<file path="src/rtl/soc_bram_dma.sv">
// Word-copy DMA engine mastering the BRAM controller request port.
// One read then one write per 32-bit word; a start pulse launches a job and irq pulses at completion.
module soc_bram_dma #(
  parameter int addr_width   = 8,
  parameter int len_width    = 8,
  parameter int drain_cycles = 3
) (
  input  logic                  clk,
  input  logic                  rst,
  input  logic                  start,
  input  logic [addr_width-1:0] src,
  input  logic [addr_width-1:0] dst,
  input  logic [len_width-1:0]  len,
  output logic                  busy,
  output logic                  irq,
  output logic [addr_width-1:0] bus_addr,
  output logic [31:0]           bus_dwrite,
  output logic                  bus_rw,
  output logic                  bus_valid,
  input  logic [31:0]           bus_dread,
  input  logic                  bus_done
);

  localparam int DRAIN_W = (drain_cycles < 2) ? 1 : $clog2(drain_cycles + 1);
  localparam logic [addr_width-1:0] WORD_STEP = addr_width'(4);

  typedef enum logic [1:0] {S_DRAIN, S_IDLE, S_READ, S_WRITE} state_t;

  state_t                state, state_next;
  logic [DRAIN_W-1:0]    drain_cnt;
  logic [addr_width-1:0] src_ptr, dst_ptr;
  logic [len_width-1:0]  count;
  logic                  last_word;

  assign last_word = (count == len_width'(1));

  always_ff @(posedge clk or posedge rst) begin
    if (rst) state <= S_DRAIN;
    else     state <= state_next;
  end

  // The responder has no reset, so DRAIN lets any op it still holds run out before we drive the bus.
  always_comb begin
    state_next = state;
    case (state)
      S_DRAIN: if (drain_cnt <= DRAIN_W'(1)) state_next = S_IDLE;
      S_IDLE:  if (start && (len != '0)) state_next = S_READ;
      S_READ:  if (bus_done) state_next = S_WRITE;
      S_WRITE: if (bus_done) state_next = last_word ? S_IDLE : S_READ;
      default: state_next = S_DRAIN;
    endcase
  end

  // Bus request fields only move on a sampled bus_done, keeping them stable for the responder.
  always_ff @(posedge clk or posedge rst) begin
    if (rst) begin
      drain_cnt  <= DRAIN_W'(drain_cycles);
      src_ptr    <= '0;
      dst_ptr    <= '0;
      count      <= '0;
      busy       <= 1'b0;
      irq        <= 1'b0;
      bus_valid  <= 1'b0;
      bus_rw     <= 1'b0;
      bus_addr   <= '0;
      bus_dwrite <= '0;
    end else begin
      irq <= 1'b0;
      case (state)
        S_DRAIN: begin
          if (drain_cnt != '0) drain_cnt <= drain_cnt - DRAIN_W'(1);
        end
        S_IDLE: begin
          if (start) begin
            if (len == '0) begin
              irq <= 1'b1;
            end else begin
              src_ptr   <= src;
              dst_ptr   <= dst;
              count     <= len;
              busy      <= 1'b1;
              bus_valid <= 1'b1;
              bus_rw    <= 1'b0;
              bus_addr  <= src;
            end
          end
        end
        S_READ: begin
          if (bus_done) begin
            bus_dwrite <= bus_dread;
            bus_addr   <= dst_ptr;
            bus_rw     <= 1'b1;
            src_ptr    <= src_ptr + WORD_STEP;
          end
        end
        S_WRITE: begin
          if (bus_done) begin
            dst_ptr <= dst_ptr + WORD_STEP;
            count   <= count - len_width'(1);
            bus_rw  <= 1'b0;
            if (last_word) begin
              bus_valid <= 1'b0;
              busy      <= 1'b0;
              irq       <= 1'b1;
            end else begin
              bus_addr <= src_ptr;
            end
          end
        end
        default: ;
      endcase
    end
  end

endmodule
</file>
<file path="config.mk">
export PLATFORM = sky130hd
export DESIGN_NAME = soc_bram_dma
export DESIGN_NICKNAME = d
export VERILOG_FILES = /design/src/rtl/soc_bram_dma.sv
export SDC_FILE = /design/constraint.sdc
export NUM_CORES = 1
export LEC_CHECK = 0
export ABC_AREA = 1
export CAP_MARGIN = 20
export CORE_ASPECT_RATIO = 1.75
export CORE_MARGIN = 5
export CORE_UTILIZATION = 43
export DETAILED_ROUTE_END_ITERATION = 8
export PLACE_DENSITY = 0.81
export SYNTH_ARGS = -nofsm -noshare
export SYNTH_HDL_FRONTEND = slang
export SYNTH_SLANG_ARGS = --single-unit
</file>
<file path="constraint.sdc">
create_clock -name clk -period 2.3 [get_ports clk]
set_clock_uncertainty 0.15 [all_clocks]
set_input_delay 0.46 -clock clk [delete_from_list [all_inputs] [get_ports clk]]
set_output_delay 0.46 -clock clk [all_outputs]
set_load 0.01 [all_outputs]
</file>
==> results.py, run 1 <==
metrics = {
    "run_status": {
        "status": "finished, final reports clean",
    },
    "yosys": {
        "yosys.cell_types.count": 33,
        "yosys.cell_count.top_type": "nand2_1",
        "yosysTopAreaCellShare_pct": 46.8,
        "synthTopCellsByCount": "nand2_1, dfrtp_1, inv_1",
        "ys_seq_area_share_pct": 48.2,
        "synth_top_cell_by_area": "dfrtp_1",
        "synth_ff_type": "dfrtp_1",
        "async_flop_share_pct": 100,
        "synth_edf_count": 0,
        "synth_area_um2": 3690,
        "ys_ff_latch": 71,
        "avgSynthCellArea_um2": 8.80,
        "postSynthCellCount": 419,
        "syn_nets": 485,
        "yosysWarnings": 0,
        "ys_top_cells_by_area": "dfrtp_1, nand2_1, mux2_2",
    },
    "cts": {
        "htreeDepth": 3,
        "clk_latency_ns": 0.33,
        "cts_setup_buffers": 0,
        "cts-root-buf": "clkbuf_16",
        "cts_tree": "yes",
        "cts_resized": 0,
        "path_clk_slew_ns": 0.05,
        "cts.hold.buffers_added": 0,
        "clock_sinks": 71,
        "clockBufferDepth": 2,
        "cts_buffers": 9,
    },
    "finish": {
        "final_cell_count_no_fill": 646,
        "final_nets": 593,
        "areaGrowthSynthToFinish_pct": 41.1,
        "antenna_cells": 0,
        "drive_gt1_share_pct": 16.0,
    },
    "power": {
        "ir_drop_v": 0.000876,
        "power_frac_clock_pct": 22.3,
        "internal_power_w": 0.00450,
        "power_switching_w": 0.00267,
        "power_density_nw_per_um2": 1380,
        "seqPwrFrac_pct": 31.9,
        "leakage_nw": 2.41,
        "swShare_pct": 37.2,
        "power_frac_comb_pct": 45.8,
    },
    "timing": {
        "setup_viol": 0,
        "post-route-min-period_ns": 1.99,
        "tns_ns": 0,
        "finalHoldViolations": 0,
        "maxSlewViolCount": 0,
        "slew-limit-headroom_pct": 61.0,
        "whs_ns": 0.317,
        "period_share_pct": 86.3,
        "max_freq_ghz": 0.504,
        "tightest_slew_ns": 0.584,
        "grt_setup_unrepaired": "false",
    },
    "critical_path": {
        "start_kind": "flop",
        "cp.required_ns": 2.42,
        "cp_data_arrival_time_ns": 2.10,
        "critPathMaxStageDelay_ns": 0.56,
        "r2r-start": "state[1]",
        "ff2ff_path_depth": 8,
        "path_cells": "inv_2 -> nand2_2 -> nor2_4 -> nand2_4 -> nand2_4 -> nor2_4 -> nand3_1 -> nand2_1",
        "cp-end-kind": "flop",
        "worstPathMaxFanout": 20,
        "r2r_slack_ns": 0.31,
        "critPathSlowestCell": "dfrtp_1",
        "critical_path_class": "flop to flop",
        "worst_r2r_endpoint": "count[7]",
    },
    "drt": {
        "vias": 3202,
        "viasPerCell": 4.96,
        "drcViolationCount": 0,
        "drt_pass1_iterations": 5,
        "ant_nets": 0,
        "drt_iter0_drc": 229,
        "wl_per_cell_um": 15.2,
        "wirelength_mm": 9.84,
    },
    "global_routing": {
        "grt_use_met3_pct": 3.95,
        "first_global_vias": 3266,
        "grt_max_degree": 72,
        "antenna_found_initial": 0,
        "grt_pass1_wl_mm": 16.0,
        "grt_use_met1_pct": 21.2,
        "grt.total_usage_pct": 19.4,
        "busiest_layer": "met2",
        "grt_overflow": 0,
        "grtUsageMet2_pct": 35.1,
    },
    "floorplanning": {
        "dieArea_um2": 10600,
        "die_h_um": 133,
        "ios": 104,
        "start_util_pct": 44.1,
        "rows": 44,
        "core-area_um2": 8370,
        "die_w_um": 80.0,
    },
    "job": {
        "maxCapViolations": 0,
    },
    "placed_design": {
        "place.gp.congestion": 0.902,
        "hpwlAfterDp_mm": 7.42,
        "port_buffers": 103,
        "placedCellCount": 631,
    },
    "min_path": {
        "holdPathEnd": "bus_addr[6]",
        "min_from": "bus_addr[6]",
        "hold-path-cell-count": 2,
        "worstHoldPathType": "flop to flop",
    },
}
[layout make-up]
type                    count  area [um^2]
fillers                   716         3160
flip-flops and latches     71         1780
multi-input cells         300         1700
repair buffers            108         1090
clock buffers              10          239
well taps                 115          144
inverters                  37          143
clock inverters             5          106
[worst max-delay path by stage]
stage / startpoint / endpoint / slack [ns] / depth (start not counted)
5_1_grt: state[1] / src_ptr[7] / 0.21 / 7
2_1_floorplan: len[4] / src_ptr[4] / 0.63 / 8
4_1_cts: state[1] / count[7] / 0.34 / 8
3_5_place_dp: len[6] / count[6] / 0.05 / 9
3_3_place_gp: len[6] / count[7] / 0.07 / 9
6_report: state[1] / count[7] / 0.31 / 8
[placed cells by master (no fill, tap or decap), types with 3 or more instances in the layout]
cell | synthesis | layout
buf_4 | 3 | 3
inv_2 | 3 | 3
inv_1 | 33 | 32
nor2_1 | 24 | 24
nand4_1 | 7 | 7
dfrtp_1 | 69 | 69
mux2_2 | 31 | 31
bufinv_16 | 0 | 3
clkdlybuf4s50_1 | 0 | 103
nand2_1 | 142 | 142
o21ai_2 | 7 | 7
clkbuf_16 | 0 | 9
nand2_2 | 10 | 10
nand3_1 | 28 | 28
o21ai_0 | 18 | 18
xor2_1 | 3 | 3
o211ai_1 | 5 | 5
ha_1 | 6 | 6
[sequential cells by signal, indices dropped and copies added (netlist names)]
register,cells
src_ptr,8
state,2
bus_rw,1
count,8
bus_addr,8
dst_ptr,8
bus_valid,1
bus_dwrite,32
drain_cnt,2
irq,1
[power by group through the flow]
stage               combinational (W)  clock [W]  sequential (W)
floorplan                     0.00186          0         0.00237
global placement              0.00319          0         0.00226
detailed placement            0.00329          0         0.00230
CTS                           0.00331    0.00162         0.00228
global route                  0.00360    0.00168         0.00237
finish                        0.00328    0.00160         0.00229
[cells by family (layout without fill, tap and decap cells)]
kind of cell / Yosys count / in the layout / share of synthesized area, %
XOR/XNOR: 4 / 4 / 0.950
multiplexers: 32 / 32 / 9.77
adder cells (fa/ha/maj): 6 / 6 / 2.04
buffers and inverters: 48 / 160 / 5.70
AND/OR/NAND/NOR: 219 / 219 / 25.8
AO/OA/AOI/OAI: 39 / 39 / 7.46
flip-flops: 71 / 71 / 48.2
[layer usage]
metal  vias up  wire length (um)
li1       1571                 -
met4         0               324
met1      1505              3510
met2       102              5610
met3        24               390
met5         -                 0
[worst max-delay path: cells and delay by family, from the launching register on]
| family | cells | cell delay [ns] |
|---|---|---|
| simple gates | 7 | 1.00 |
| buf+inv | 1 | 0.20 |
| flops | 1 | 0.56 |
[stage by stage]
step	worst slack (ns)	power [W]	cell area (um^2)	util [%]
2_1_floorplan	0.628	0.00423	3690	-
3_3_place_gp	0.0673	0.00545	4860	58.1
3_5_place_dp	0.0486	0.00558	4860	58.1
4_1_cts	0.341	0.00721	5200	62.2
5_1_grt	0.209	0.00765	5200	62.2
6_report	0.315	0.00717	5200	62.2
Power figures use the tool's default switching activity.
==> run 2: changes to the inputs <==
CAP_MARGIN = not set   (was 20)
SKIP_LAST_GASP = 1   (was not set)
==> results of run 2 <==
Same layout as run 1: the final DEF is identical, and so are final timing and power.
==> run 3: changes to the inputs <==
==> constraint.sdc (replaced) <==
create_clock -name clk -period 2.3 [get_ports clk]
set_clock_uncertainty 0.15 [all_clocks]
set_input_delay 0.575 -clock clk [delete_from_list [all_inputs] [get_ports clk]]
set_output_delay 0.575 -clock clk [all_outputs]
set_load 0.01 [all_outputs]
==> run 3 against run 2 <==
Net effect: clock-buffer cell count unchanged; critical path depth decreased by 7; power decreased by 4.1%; combinational power increased by 2%; routed wire length increased by 0.99%; sequential power about the same; utilization decreased by 0.28 points; hold slack improved by 0.0014 ns; non-clock buffer count increased by 4; flip-flop and latch count unchanged; via count increased by 2.4%; die area unchanged; critical endpoint is now bus_valid; largest power group unchanged.
==> results.py, run 3 (same netlist as run 1, synthesis figures left out) <==
metrics = {
    "timing": {
        "finalHoldViolations": 0,
        "tns_ns": 0,
        "max_freq_ghz": 0.492,
        "tightest_slew_ns": 0.515,
        "maxSlewViolCount": 0,
        "post-route-min-period_ns": 2.03,
        "slew-limit-headroom_pct": 65.6,
        "grt_setup_unrepaired": "false",
        "period_share_pct": 88.3,
        "setup_viol": 0,
    },
    "critical_path": {
        "setup.worst_path.start": "bus_valid",
        "worst_r2r_endpoint": "count[7]",
        "path_cells": "clkdlybuf4s50_1",
        "cpLargestDelayFamily": "buffers and inverters",
        "crit_path_end": "bus_valid",
        "critical_path_class": "flop to output pin",
        "critPathSlowestCell": "clkdlybuf4s50_1",
        "r2r_slack_ns": 0.41,
        "worst-path-buf-inv": 1,
        "cp.depth": 1,
        "worstPathMaxFanout": 3,
        "critPathMaxStageDelay_ns": 0.58,
        "cp_data_arrival_time_ns": 1.31,
        "start_kind": "flop",
        "r2r-start": "state[1]",
        "ff2ff_path_depth": 9,
        "cp.required_ns": 1.57,
        "cp-end-kind": "output pin",
    },
    "cts": {
        "cts-root-buf": "clkbuf_16",
        "clockBufferDepth": 2,
        "cts_setup_buffers": 0,
        "htreeDepth": 3,
        "cts_resized": 0,
        "cts_buffers": 9,
        "cts.hold.buffers_added": 0,
        "clk_latency_ns": 0.33,
        "path_clk_slew_ns": 0.05,
        "clock_sinks": 71,
        "cts_tree": "yes",
    },
    "finish": {
        "drive_gt1_share_pct": 16.6,
        "final_cell_count_no_fill": 651,
        "final_cell_mix": "nand2_1, clkdlybuf4s50_1, dfrtp_1",
        "largest_reg_flops": 32,
        "final_nets": 597,
        "fillers": 719,
        "antenna_cells": 0,
        "largest_register": "bus_dwrite",
        "layout_commonest_cell": "nand2_1",
        "areaGrowthSynthToFinish_pct": 40.4,
    },
    "drt": {
        "drcViolationCount": 0,
        "vias": 3280,
        "drt_pass1_iterations": 4,
        "wirelength_mm": 9.94,
        "wl_per_cell_um": 15.3,
        "ant_nets": 0,
        "drt_iter0_drc": 314,
        "viasPerCell": 5.04,
    },
    "floorplanning": {
        "rows": 44,
        "dieArea_um2": 10600,
        "ios": 104,
        "die_w_um": 80.0,
        "core-area_um2": 8370,
        "start_util_pct": 44.1,
        "die_h_um": 133,
    },
    "run_status": {
        "status": "finished, final reports clean",
    },
    "global_routing": {
        "grt_overflow": 0,
        "grt.total_usage_pct": 20.0,
        "antenna_found_initial": 0,
        "grt_max_degree": 31,
        "first_global_vias": 3436,
        "grt_pass1_wl_mm": 16.5,
    },
    "job": {
        "maxCapViolations": 0,
    },
    "placed_design": {
        "place.gp.congestion": 0.884,
        "port_buffers": 103,
        "placedCellCount": 635,
        "hpwlAfterDp_mm": 7.75,
    },
    "min_path": {
        "worstHoldPathType": "flop to flop",
    },
    "power": {
        "power_density_nw_per_um2": 1330,
        "ir_drop_v": 0.000864,
        "leakage_nw": 2.39,
    },
}
[run 3: cell count changes in the layout (fill, tap and decap cells not counted)]
cell and change:
bufinv_16 -3, clkbuf_8 -1, buf_12 +2, clkinv_2 +3, buf_4 +2, clkinv_4 -1
clkbuf_1 +1, clkinvlp_4 +2
[run 3: cell type report]
| type | count | area (um^2) | share of cell area [%] |
|---|---|---|---|
| Clock buffer | 10 | 229 | 4.42 |
| Clock inverter | 6 | 37.5 | 0.725 |
| Inverter | 37 | 143 | 2.75 |
| Multi-Input combinational cell | 300 | 1700 | 32.8 |
| Sequential cell | 71 | 1780 | 34.3 |
| Tap cell | 115 | 144 | 2.78 |
| Timing Repair Buffer | 112 | 1150 | 22.2 |
[run 3: tightest hold or removal path: stages, from the launching register on]
cell,delay [ns]
dfrtp_1,0.34
nand2_1,0.05
nand2_1,0.05
[run 3: per-stage QoR]
stage	utilization [%]	power (W)	hold slack, ns	cell area (um^2)	worst slack [ns]
finish	61.9	0.00688	0.319	5180	0.269
global route	61.9	0.00737	0.355	5180	0.229
CTS	61.9	0.00693	0.322	5180	0.253
detailed placement	58.7	0.00566	0.309	4910	0.0667
floorplan	-	0.00423	0.292	3690	0.513
global placement	58.7	0.00553	0.306	4910	0.0950
[run 3: layer usage]
metal	part of all wire, %	wire, um	GRT usage (%)
met4	4.1	408	10.4
met5	0	0	0
met3	4.2	418	4.08
met2	56	5600	36.4
met1	35	3510	21.0
[run 3: report_power, final]
group          switching (W)  internal, W
clock network       0.000524     0.000723
logic                0.00170      0.00164
registers           0.000455      0.00184
total                0.00268      0.00420
[run 3: how the worst min path moves through the flow]
| stage | slack [ns] | startpoint | depth (start not counted) | endpoint |
|---|---|---|---|---|
| 2_1_floorplan | 0.29 | dst_ptr[0] | 2 | dst_ptr[0] |
| 3_3_place_gp | 0.31 | bus_addr[7] | 2 | bus_addr[7] |
| 3_5_place_dp | 0.31 | bus_addr[3] | 2 | bus_addr[3] |
| 4_1_cts | 0.32 | bus_addr[3] | 2 | bus_addr[3] |
| 5_1_grt | 0.35 | bus_addr[3] | 2 | bus_addr[3] |
| 6_report | 0.32 | bus_addr[3] | 2 | bus_addr[3] |
==> variant 1: new RTL, flow settings as in run 1 <==
Make the reset (`rst`) synchronous in 2 clocked blocks.
--- a/src/rtl/soc_bram_dma.sv
+++ b/src/rtl/soc_bram_dma.sv
@@ -36,3 +36,3 @@
 
-  always_ff @(posedge clk or posedge rst) begin
+  always_ff @(posedge clk) begin
     if (rst) state <= S_DRAIN;
@@ -54,3 +54,3 @@
   // Bus request fields only move on a sampled bus_done, keeping them stable for the responder.
-  always_ff @(posedge clk or posedge rst) begin
+  always_ff @(posedge clk) begin
     if (rst) begin
Behaviour: differs if rst is asserted again (counterexample within 10 cycles, from zero or initial values and one cycle with rst high); with rst held inactive, the same outputs for 10 cycles.
==> variant 1 against run 1 <==
Area after synthesis down 5.2%; wire length increased by 2.2%; final cell count is 5.6% higher; final area fell by 6.6%; sequential cell count unchanged; power fell by 29%; setup slack got worse by 0.0069 ns; largest cell class is now multi-input gates.
==> variant 1: results (changes against run 1) <==
The flow ran to the end, and the final reports show no timing, DRC or antenna violations. On the critical path, the stage with the largest delay is an instance of sky130_fd_sc_hd__dfxtp_1. The total via count in the routed design is 3,632 (+13%), and the wire length of the first global-routing pass is 16,200 µm (+1.5%). The biggest fanout along the worst timing path is 35 (+75%), and the largest net degree at the start of global routing is 36 (-50%). The first-pass detailed-route iteration total is 4 (-1), and the clock group share of total power is 0.273 (+0.050). The number of nets in the synthesized netlist is 558 (+15%). The tools report the overall routed net length as 10,100 µm (+2.2%).

After synthesis, the most frequently instantiated cells are sky130_fd_sc_hd__nand2_1 (104), sky130_fd_sc_hd__dfxtp_1 (71), sky130_fd_sc_hd__a21oi_1 (65), sky130_fd_sc_hd__nor2_1 (51), sky130_fd_sc_hd__nand3_1 (43). The share of flip-flops with an asynchronous set or reset is 0 (-1.00). The number of inserted filler cells in the final layout is 695 (-2.9%). The logs give 217 (-5.2%) for the number of violations reported at the end of detailed-routing iteration 0 and 0 (unchanged) for the number of antenna violations at the first check in global routing. The cell type with the highest aggregate area in the netlist was sky130_fd_sc_hd__dfxtp_1.

On the critical path the largest part of the delay comes from flip-flops. The portion of total power attributed to combinational logic was 0.382 (-0.076). The final net count is 653 (+10%), and the net switching power is 1.87 mW (-30%). The part of the Yosys area used for sequential elements was 0.407 (-0.0758); the share of post-route cells with drive strength above 1 was 0.0946 (-0.0655).

For the detailed-placement wirelength estimate, the log shows 7220 µm (-2.7%). The via-per-instance ratio came out at 5.33 (+7.4%). The total of buffers placed on input and output ports came out at 103 (unchanged). The peak ir drop on the vdd network came out at 594 µV (-32%). For the combined global-route utilization of all metal layers, the log shows 0.202 (+0.00800). The run gives 666 (+5.5%) as the number of placed cells counting well taps. The number of standard cells after synthesis is 492 (+17%). The relative max-transition margin was 0.684 (+0.0742). The endpoint arrival time on the critical path was 2.12 ns (+0.02 ns); the static leakage power was 1.88 nW (-22%). Final weighted congestion of routability-driven global placement: 0.876 (-2.9%). After synthesis, the cell types taking the most area are sky130_fd_sc_hd__dfxtp_1 (41%), sky130_fd_sc_hd__nand2_1 (11%), sky130_fd_sc_hd__a21oi_1 (9.3%).
-- variant 1: changes by cell type in the layout (fill, tap and decap cells not counted), moves of 4 or more --
| cell | run 1 | this run |
|---|---|---|
| sky130_fd_sc_hd__nand2_2 | 10 | 4 |
| sky130_fd_sc_hd__o21ai_2 | 7 | 1 |
| sky130_fd_sc_hd__o21ai_0 | 18 | 33 |
| sky130_fd_sc_hd__o211ai_1 | 5 | 1 |
| sky130_fd_sc_hd__dfxtp_1 | 0 | 71 |
| sky130_fd_sc_hd__buf_4 | 3 | 7 |
| sky130_fd_sc_hd__mux2_2 | 31 | 0 |
| sky130_fd_sc_hd__a21oi_1 | 2 | 65 |
| sky130_fd_sc_hd__o22ai_1 | 0 | 6 |
| sky130_fd_sc_hd__nand2_1 | 142 | 104 |
| sky130_fd_sc_hd__dfrtp_1 | 69 | 0 |
| sky130_fd_sc_hd__nor2_2 | 1 | 13 |
| sky130_fd_sc_hd__nand3_1 | 28 | 43 |
| sky130_fd_sc_hd__nor2_1 | 24 | 51 |
-- variant 1: layout make-up --
type | count | share of cell area
multi-input cells | 354 | 0.364
flip-flops and latches | 71 | 0.292
repair buffers | 111 | 0.227
clock buffers | 10 | 0.0492
inverters | 40 | 0.0314
well taps | 90 | 0.0232
clock inverters | 6 | 0.0124
-- variant 1: per-stage QoR --
step | power [mW] | setup slack, ns | util | cell area, µm²
after floorplan | 3.06 | 0.729 | - | 3500
after global placement | 3.63 | 0.171 | 0.573 | 4560
after detailed placement | 3.69 | 0.124 | 0.573 | 4560
after CTS | 5.10 | 0.311 | 0.610 | 4860
after global routing | 5.42 | 0.161 | 0.610 | 4860
final | 5.06 | 0.308 | 0.610 | 4860
-- variant 1: routing by layer --
layer,wire length (µm),track usage,vias up
met3,884,0.0716,28
li1,-,-,1803
met2,5090,0.361,140
met4,376,0.122,0
met1,3710,0.199,1661
met5,0,0,-
-- variant 1: cells by family after synthesis --
| family | count (synthesis) | share of synthesized area |
|---|---|---|
| AO/OA/AOI/OAI | 114 | 0.170 |
| adder cells (fa/ha/maj) | 6 | 0.0215 |
| buffers and inverters | 67 | 0.0870 |
| flip-flops | 71 | 0.407 |
| AND/OR/NAND/NOR | 234 | 0.315 |
-- variant 1: final timing paths --
path                               from                    endpoint  slack (ns)  depth (start not counted)
min reg2reg  bus_dwrite[9]$_SDFFE_PP0P_  bus_dwrite[9]$_SDFFE_PP0P_        0.31                          2
min          bus_dwrite[9]$_SDFFE_PP0P_  bus_dwrite[9]$_SDFFE_PP0P_        0.31                          2
max               state[1]$_SDFFE_PP0P_    bus_addr[1]$_SDFFE_PP0P_        0.31                          7
max reg2reg       state[1]$_SDFFE_PP0P_    bus_addr[1]$_SDFFE_PP0P_        0.31                          7
==> variant 2: new RTL, settings of run 1 <==
Without the edit above. Change the parameter `drain_cycles` from 3 to 2.
--- a/src/rtl/soc_bram_dma.sv
+++ b/src/rtl/soc_bram_dma.sv
@@ -5,3 +5,3 @@
   parameter int len_width    = 8,
-  parameter int drain_cycles = 3
+  parameter int drain_cycles = 2
 ) (
Formal check against the unedited RTL: not equivalent (Yosys sat finds a counterexample within 4 cycles, from zero or initial values and one cycle with rst high).
==> variant 2 against run 1 <==
Wire length is 0.45% higher; area after synthesis about the same; non-clock buffer count grew 3; worst hold slack better by 0.0016 ns; final cell count increased by 0.62%; critical path depth fell by 1; count of clock-buffer cells in the layout did not move; power decreased by 1.2%; largest power group unchanged; setup slack lost 0.035 ns; sequential cell count unchanged; final area down 0.26%.
==> variant 2: results (changes against run 1) <==
The startpoint identified for the worst hold timing path is bus_addr[3]$_DFFE_PP0P_. The logs give 0.319 ns (+0.00160 ns) for the worst hold slack across all endpoints and 3,245 (+1.3%) for the total via count in the routed design. The via count of the first global-routing pass was 3,425 (+4.9%). For the filler-free cell count of the finished design, the log shows 650 (+0.62%). The complex-gate fraction of the synthesized area is 0.0747 (about the same). For the first-pass detailed-route iteration total, the log shows 4 (-1). Met1 track demand over resource: 0.204 (-0.00816). The run gives 0.0435 (+0.00408) as the met3 usage in global routing. The post-detailed-placement cell area is 4870 µm² (+0.18%), and the post-synthesis mux area share is 0.0977 (about the same). Detail-routed net length per standard cell: 15.2 µm (-0.17%). By area the synthesized netlist is led by sky130_fd_sc_hd__dfrtp_1 (48%), sky130_fd_sc_hd__nand2_1 (14%), sky130_fd_sc_hd__mux2_2 (9.5%). The final net count is 596 (+0.51%). Wire length of the first global-routing pass: 16,400 µm (+2.9%). By count the netlist is led by sky130_fd_sc_hd__nand2_1 (142), sky130_fd_sc_hd__dfrtp_1 (70), sky130_fd_sc_hd__inv_1 (33), sky130_fd_sc_hd__mux2_2 (31), sky130_fd_sc_hd__nand3_1 (28). The detailed-placement wirelength estimate was 7540 µm (+1.6%); the worst slack at placement was -0.0115 ns (-0.0601 ns).

The share of post-route cells with drive strength above 1 works out to 0.163 (+0.00254). The tools report the part of the Yosys area used for sequential elements as 0.482 (about the same). The capture point of the worst reg-to-reg path was dst_ptr[4]$_DFFE_PP0P_. The static leakage power came out at 2.41 nW (about the same). The period utilization works out to 0.879 (+0.0154). The synthesized-area fraction occupied by xor and xnor cells came out at 0.00950 (about the same). Combined global-route utilization of all metal layers: 0.200 (+0.00577). The run finished with clean final reports. The setup slack of the worst register-to-register path is 0.28 ns (-0.04 ns).

The final weighted congestion of routability-driven global placement was 0.918 (+1.8%); the measured slew at the worst slew-check pin was 0.592 ns (+0.00821 ns). For the number of violations reported at the end of detailed-routing iteration 0, the log shows 270 (+18%).
-- variant 2: cell types whose count changed in the layout (fill, tap and decap cells not counted) --
| cell | delta |
|---|---|
| sky130_fd_sc_hd__clkinv_4 | +1 |
| sky130_fd_sc_hd__buf_4 | +4 |
| sky130_fd_sc_hd__bufinv_16 | -1 |
| sky130_fd_sc_hd__clkbuf_1 | +1 |
| sky130_fd_sc_hd__dfrtp_1 | +1 |
| sky130_fd_sc_hd__inv_6 | +1 |
| sky130_fd_sc_hd__clkbuf_8 | -1 |
| sky130_fd_sc_hd__dfstp_2 | -1 |
| sky130_fd_sc_hd__buf_12 | -1 |
-- variant 2: critical path: stages, from the launching register on --
cell	delay, ns
sky130_fd_sc_hd__dfrtp_1	0.56
sky130_fd_sc_hd__inv_2	0.20
sky130_fd_sc_hd__nand2_2	0.14
sky130_fd_sc_hd__nor2_1	0.09
sky130_fd_sc_hd__a21oi_4	0.28
sky130_fd_sc_hd__nand2_1	0.27
sky130_fd_sc_hd__nand2_1	0.14
sky130_fd_sc_hd__nand2_1	0.07
-- variant 2: per-layer routing --
layer,part of all wire,vias up
met4,0.028,0
met5,0,-
met2,0.59,88
met1,0.35,1563
met3,0.037,18
li1,-,1576
-- variant 2: final cells by class --
cell class | count | area, µm² | share of cell area
sequential | 71 | 1780 | 0.343
clock inverter | 6 | 93.8 | 0.0181
inverter | 37 | 143 | 0.0275
clock buffer | 10 | 229 | 0.0441
tap | 115 | 144 | 0.0277
multi-input combinational | 300 | 1700 | 0.327
timing repair buffer | 111 | 1100 | 0.213
-- variant 2: where the power goes --
part	internal, mW	switching, mW	total, mW
Sequential	1.84	0.459	2.30
Combinational	1.58	1.69	3.28
Clock	0.957	0.550	1.51
Total	4.38	2.70	7.08
